$ cat src/rtl/dd_pkg.sv
// Shared tile-luminance constants, width helpers and result types.
// Imported by the accumulator, its scan stage and the inversion-map writer.
package dd_pkg;

    localparam int LUM_W     = 10;
    localparam int LUM_MAX   = 765;
    localparam int RES_IDX_W = 8;
    localparam int RES_SUM_W = 32;
    localparam int RES_CNT_W = 16;

    typedef enum logic {IDLE, SCAN} scan_state_t;

    typedef struct packed {
        logic [RES_IDX_W-1:0] ht;
        logic [RES_IDX_W-1:0] vt;
        logic [RES_SUM_W-1:0] sum;
        logic [RES_CNT_W-1:0] cnt;
        logic                 dark;
    } tile_res_t;

    function automatic int sum_w(input int kh, input int kv);
        return $clog2(kh * kv * LUM_MAX + 1);
    endfunction

    function automatic int cnt_w(input int kh, input int kv);
        return $clog2(kh * kv + 1);
    endfunction

endpackage

$ cat src/rtl/tile_scan.sv
// Snapshots a closed tile row and streams one result per tile with its dark flag.
// Latency: tile 0 one cycle after v_save, tile HBLKS-1 HBLKS cycles after (HBLKS >= 2).
// No backpressure: results are strobes; v_save mid-scan restarts and sets sticky overrun.
module tile_scan
    import dd_pkg::*;
#(
    parameter int  HBLKS  = 10,
    parameter int  VBLKS  = 10,
    parameter int  SW     = 20,
    parameter int  CW     = 10,
    parameter int  LUM_TH = 384,
    localparam int HW     = $clog2(HBLKS),
    localparam int VW     = $clog2(VBLKS)
) (
    input  logic          clk,
    input  logic          rst,
    input  logic          vs,
    input  logic          v_save,
    input  logic [VW-1:0] vt_cur,
    input  logic [SW-1:0] col_sum [HBLKS],
    input  logic [CW-1:0] col_cnt [HBLKS],
    output logic          res_valid,
    output logic [HW-1:0] res_ht,
    output logic [VW-1:0] res_vt,
    output logic [SW-1:0] res_sum,
    output logic [CW-1:0] res_cnt,
    output logic          res_dark,
    output logic          overrun
);

    // LUM_TH <= LUM_MAX fits in LUM_W bits, so this width never truncates cnt*LUM_TH.
    localparam int PW = CW + LUM_W;

    scan_state_t   state, state_nxt;
    logic [HW-1:0] idx, idx_nxt;
    logic [SW-1:0] sh_sum [HBLKS];
    logic [CW-1:0] sh_cnt [HBLKS];
    logic [VW-1:0] vt_q;
    logic          emit;
    logic          start;
    logic [HW-1:0] src_ht;
    logic [VW-1:0] src_vt;
    logic [SW-1:0] src_sum;
    logic [CW-1:0] src_cnt;
    logic [PW-1:0] th_prod;
    logic          src_dark;

    assign start    = v_save && !vs;
    assign th_prod  = PW'(src_cnt) * PW'(LUM_TH);
    assign src_dark = PW'(src_sum) < th_prod;

    always_ff @(posedge clk) begin
        if (rst) begin
            state <= IDLE;
            idx   <= '0;
        end else begin
            state <= state_nxt;
            idx   <= idx_nxt;
        end
    end

    always_comb begin
        state_nxt = state;
        idx_nxt   = idx;
        emit      = 1'b0;
        src_ht    = idx;
        src_vt    = vt_q;
        src_sum   = sh_sum[idx];
        src_cnt   = sh_cnt[idx];
        if (vs) begin
            state_nxt = IDLE;
            idx_nxt   = '0;
        end else if (v_save) begin
            // Tile 0 is taken straight from the column buffer being snapshotted.
            emit      = 1'b1;
            src_ht    = '0;
            src_vt    = vt_cur;
            src_sum   = col_sum[0];
            src_cnt   = col_cnt[0];
            state_nxt = SCAN;
            idx_nxt   = HW'(1);
        end else if (state == SCAN) begin
            emit = 1'b1;
            if (idx == HW'(HBLKS - 1)) begin
                state_nxt = IDLE;
                idx_nxt   = '0;
            end else begin
                idx_nxt = idx + HW'(1);
            end
        end
    end

    always_ff @(posedge clk) begin
        if (rst) begin
            res_valid <= 1'b0;
            res_ht    <= '0;
            res_vt    <= '0;
            res_sum   <= '0;
            res_cnt   <= '0;
            res_dark  <= 1'b0;
            overrun   <= 1'b0;
            vt_q      <= '0;
            for (int k = 0; k < HBLKS; k++) begin
                sh_sum[k] <= '0;
                sh_cnt[k] <= '0;
            end
        end else begin
            res_valid <= emit;
            if (emit) begin
                res_ht   <= src_ht;
                res_vt   <= src_vt;
                res_sum  <= src_sum;
                res_cnt  <= src_cnt;
                res_dark <= src_dark;
            end
            if (start) begin
                sh_sum <= col_sum;
                sh_cnt <= col_cnt;
                vt_q   <= vt_cur;
                if (state == SCAN) overrun <= 1'b1;
            end
        end
    end

endmodule

$ cat src/rtl/tile_luma_accum.sv
// Per-tile luminance accumulator: line accumulator plus per-column buffer, closed by v_save.
// Latency: first tile result 1 cycle after v_save, one result per cycle for HBLKS cycles.
// No backpressure: pixels are accepted every de cycle; results are unconditioned strobes.
module tile_luma_accum
    import dd_pkg::*;
#(
    parameter int  HBLKS  = 10,
    parameter int  VBLKS  = 10,
    parameter int  KH     = 30,
    parameter int  KV     = 30,
    parameter int  LUM_TH = 384,
    localparam int HW     = $clog2(HBLKS),
    localparam int VW     = $clog2(VBLKS),
    localparam int SW     = sum_w(KH, KV),
    localparam int CW     = cnt_w(KH, KV)
) (
    input  logic          clk_i,
    input  logic          rst_i,
    input  logic          vs_i,
    input  logic          de_i,
    input  logic [23:0]   data_i,
    input  logic          h_save_i,
    input  logic          v_save_i,
    input  logic [HW-1:0] ht_cur_i,
    input  logic [VW-1:0] vt_cur_i,
    output logic          res_valid_o,
    output logic [HW-1:0] res_ht_o,
    output logic [VW-1:0] res_vt_o,
    output logic [SW-1:0] res_sum_o,
    output logic [CW-1:0] res_cnt_o,
    output logic          res_dark_o,
    output logic          overrun_o
);

    logic [LUM_W-1:0] lum;
    logic [SW-1:0]    acc_h;
    logic [CW-1:0]    cnt_h;
    logic [SW-1:0]    col_sum [HBLKS];
    logic [CW-1:0]    col_cnt [HBLKS];

    assign lum = LUM_W'(data_i[23:16]) + LUM_W'(data_i[15:8]) + LUM_W'(data_i[7:0]);

    always_ff @(posedge clk_i) begin
        if (rst_i || vs_i) begin
            acc_h <= '0;
            cnt_h <= '0;
            for (int k = 0; k < HBLKS; k++) begin
                col_sum[k] <= '0;
                col_cnt[k] <= '0;
            end
        end else begin
            if (de_i) begin
                if (h_save_i) begin
                    acc_h <= '0;
                    cnt_h <= '0;
                end else begin
                    acc_h <= acc_h + SW'(lum);
                    cnt_h <= cnt_h + CW'(1);
                end
            end
            // v_save comes with de low, so the row close never competes with a segment fold.
            if (v_save_i) begin
                for (int k = 0; k < HBLKS; k++) begin
                    col_sum[k] <= '0;
                    col_cnt[k] <= '0;
                end
            end else if (de_i && h_save_i) begin
                col_sum[ht_cur_i] <= col_sum[ht_cur_i] + acc_h + SW'(lum);
                col_cnt[ht_cur_i] <= col_cnt[ht_cur_i] + cnt_h + CW'(1);
            end
        end
    end

    tile_scan #(
        .HBLKS  (HBLKS),
        .VBLKS  (VBLKS),
        .SW     (SW),
        .CW     (CW),
        .LUM_TH (LUM_TH)
    ) u_scan (
        .clk       (clk_i),
        .rst       (rst_i),
        .vs        (vs_i),
        .v_save    (v_save_i),
        .vt_cur    (vt_cur_i),
        .col_sum   (col_sum),
        .col_cnt   (col_cnt),
        .res_valid (res_valid_o),
        .res_ht    (res_ht_o),
        .res_vt    (res_vt_o),
        .res_sum   (res_sum_o),
        .res_cnt   (res_cnt_o),
        .res_dark  (res_dark_o),
        .overrun   (overrun_o)
    );

endmodule

$ cat config.mk
export PLATFORM = sky130hd
export DESIGN_NAME = tile_luma_accum
export DESIGN_NICKNAME = d
export VERILOG_FILES = /design/src/rtl/dd_pkg.sv /design/src/rtl/tile_scan.sv /design/src/rtl/tile_luma_accum.sv
export SDC_FILE = /design/constraint.sdc
export NUM_CORES = 2
export LEC_CHECK = 0
export ABC_AREA = 0
export BUFFER_PORTS_ARGS = -buffer_cell sky130_fd_sc_hd__buf_2
export CAP_MARGIN = 15
export CORE_MARGIN = 1
export CORE_UTILIZATION = 30
export CTS_CLUSTER_DIAMETER = 30
export DETAILED_ROUTE_END_ITERATION = 7
export RECOVER_POWER = 100
export SKIP_CTS_REPAIR_TIMING = 1
export SYNTH_ARGS = -nofsm -noshare
export SYNTH_HDL_FRONTEND = slang
export SYNTH_SLANG_ARGS = --single-unit
$ cat constraint.sdc
create_clock -name clk_i -period 6.41 [get_ports clk_i]
set_input_delay 0.9615 -clock clk_i [delete_from_list [all_inputs] [get_ports clk_i]]
set_output_delay 0.9615 -clock clk_i [all_outputs]
set_load 0.005 [all_outputs]
==> metrics.txt <==
drt initial violations 2359; FMAX between 150 and 200 MHz; Critical Path Start Type primary input; status complete, but fails checks; final-report max-slew violation count roughly 340; pwr/cell area around 330 nW/µm²; CP Buf/Inv Count 4; Ports 79; Clock Skews 34.7 ps; synthesis-to-layout area growth 21.7%; Final Hold Vio Count 0; height of the die 326 µm; worst path cell trace buf_2, nand2b_1, nor2_1, a221oi_1, fa_1, inv_1, ha_1, inv_1, fa_1, nor2b_1, o2111ai_1, nand4b_2, a2111o_1, a21oi_1, xnor2_2, clkbuf_1, a21oi_1; VDD IR max between 0.0002 and 0.00025 V; Sequential Area between 10000 and 15000 µm²; cell row count ~120; Layout Nets about 3900; net count after synthesis 3831; insertion delay to the later sink of the worst-skew pair roughly 730 ps; die span in x ~330 µm; yosys warns 0; hpwl dp 64600 µm; pin count of the biggest net entering global routing 179; HP Class flip-flop to flip-flop; actual slew at the worst max-slew pin around 3500 ps; leading post-synthesis cells by cell area dfxtp_1, nand2_1, a21oi_1; CTS tree done; final cell count without fillers between 5000 and 6000; share of the synthesized area in the top cell type 43.2%; via count ~27000; synthesized netlist cell count 3694; clock sink total 680; post-route clock period utilization slightly above 90%; met3 Use GR ~3.3%; Initial Util ~30%; vias in the first global route approximately 26000; unique cell type count in the Yosys netlist 70; GRT busiest layer met2; gr ovfl total 0; layout cells sized above 1 14.5%; H-tree levels 4; input/output buffers 78; Vias/cell approximately 5.3; Max Root-Sink Buffers 3; CP Data Required Time about 7000 ps; ys async rst share 0%; crit path DAT about 6500 ps; clock root cell clkbuf_16; filler instances about 10000; Overall Global Routing Usage just under 20%; drt drc 0; Post-synth EDFFs 0; crit path capture type flip-flop; setup TNS 0 ps; syn avg cell area roughly 8.5 µm²; DP Cell Count between 4000 and 5000; die area 106000 µm²; Largest stage delay, worst path 1490 ps; GR Layer Usage met1 about 25%; CP max FO 12; failing checks max-capacitance violations, max-slew violations; Max stage delay cell, worst path nor2_1; footprint of the multi-input gates ~17000 µm²; Worst path top cell family by delay simple AND/OR/NAND/NOR gates; # Max-Cap Violations 5; Slew headroom -136%; CTS Buf Count approximately 130; antenna-violating nets left 0; most frequent cell after synthesis nand2_1; first-pass GRT wire length roughly 160000 µm; M2 GR Usage roughly a third; GP Congestion approximately 0.87; critical path class primary input to flip-flop; share of the yosys chip area belonging to registers a little over two fifths; WL per Instance ~20 µm; post-route minimum period approximately 6000 ps; setup violators final 0; core footprint approximately 100000 µm²; Pleak approximately 13 nW; initial antenna violation count 3; FF+latch count, synth slightly below 700; clock transition at the registers of the reported paths ~50 ps; Top FF cell, synth dfxtp_1; Commonest cells post-synth nand2_1, dfxtp_1, a21oi_1; Mapped Area ~32000 µm²; RSZ-0062 raised after global routing false; DR pass1 iterations 5; Routed WL ~100000 µm; Synth area leader dfxtp_1
-- registers in the layout (all words and copies together), names as in the netlist --
name	count
col_sum	200
u_scan.sh_sum	200
col_cnt	100
u_scan.sh_cnt	100
acc_h	20
u_scan.res_sum	20
cnt_h	10
u_scan.res_cnt	10
u_scan.idx	4
u_scan.res_ht	4
u_scan.res_vt	4
u_scan.vt_q	4
u_scan.overrun	1
u_scan.res_dark	1
u_scan.res_valid	1
u_scan.state	1
-- layout by cell type (no fill, tap or decap), types with 14 or more instances in the layout --
cell,n
nand3_1,75
o22a_1,18
or3_1,18
a22oi_1,20
nor2_1,223
nor3_1,42
nand4_1,19
o21ai_0,135
inv_1,68
clkbuf_8,18
fa_1,23
mux2i_1,101
xnor2_1,26
nand2_1,917
a21oi_1,548
clkinvlp_4,16
clkbuf_1,35
mux4_2,118
xor2_1,22
buf_2,56
nor2b_1,14
a211oi_1,59
bufinv_16,21
clkbuf_16,138
clkinv_2,20
buf_4,88
a21o_1,20
o21a_1,22
ha_1,76
dfxtp_1,676
a311o_1,20
-- cell families after synthesis --
logic type      count (synthesis)  synth area share [%]
compound gates                915                  16.9
xor+xnor                       53                  1.59
fa+ha+maj                      99                  4.48
buf+inv                       353                  4.40
flops                         680                  43.2
mux                           219                  11.6
simple gates                 1375                  17.8
-- cell type report --
type | instances | share of cell area (%)
Sequential cell | 680 | 35.5
Inverter | 68 | 0.665
Clock buffer | 159 | 9.68
Multi-Input combinational cell | 2661 | 43.3
Tap cell | 1380 | 4.50
Timing Repair Buffer | 190 | 3.38
Antenna cell | 1 | 0.00652
Clock inverter | 86 | 2.98
-- layer usage --
metal / vias up / routed length [µm] / part of all wire [%]
li1: 13000 / - / -
met4: 0 / 3080 / 3.0
met5: - / 0 / 0
met1: 13500 / 45300 / 43
met2: 880 / 49500 / 47
met3: 168 / 6440 / 6.2
-- final timing paths --
kind / slack (ps) / from / cells past startpoint / to
worst max-delay path: 520 / ht_cur_i[2] / 17 / col_sum[19]
worst min-delay path: 440 / col_sum[0] / 2 / u_scan.sh_sum[0]
worst max register to register: 1110 / u_scan.idx[0] / 18 / u_scan.res_dark
worst min register to register: 440 / col_sum[0] / 2 / u_scan.sh_sum[0]
-- through the flow --
step           utilization (%)  hold slack [ps]  total power [W]  worst slack [ps]  instance area, µm²
2_1_floorplan                -              433          0.00491               907               31500
3_3_place_gp              32.4              440          0.00525               323               33600
3_5_place_dp              32.4              443          0.00525               363               33600
4_1_cts                   37.1              447           0.0127              1070               38500
5_1_grt                   37.0              463           0.0130               348               38400
6_report                  37.0              440           0.0126               519               38400
-- worst min-delay path, stage by stage, from the launching register on --
cell and delay, ps:
dfxtp_1 310, nand2_1 50, a21oi_1 50
-- power by group --
part | internal (W) | leakage, nW | switching (W)
Combinational | 0.000264 | 5.34 | 0.000603
Clock | 0.00500 | 2.35 | 0.00246
Sequential | 0.00426 | 5.48 | 0.0000207
No activity file was read; power rests on OpenSTA's default activity.
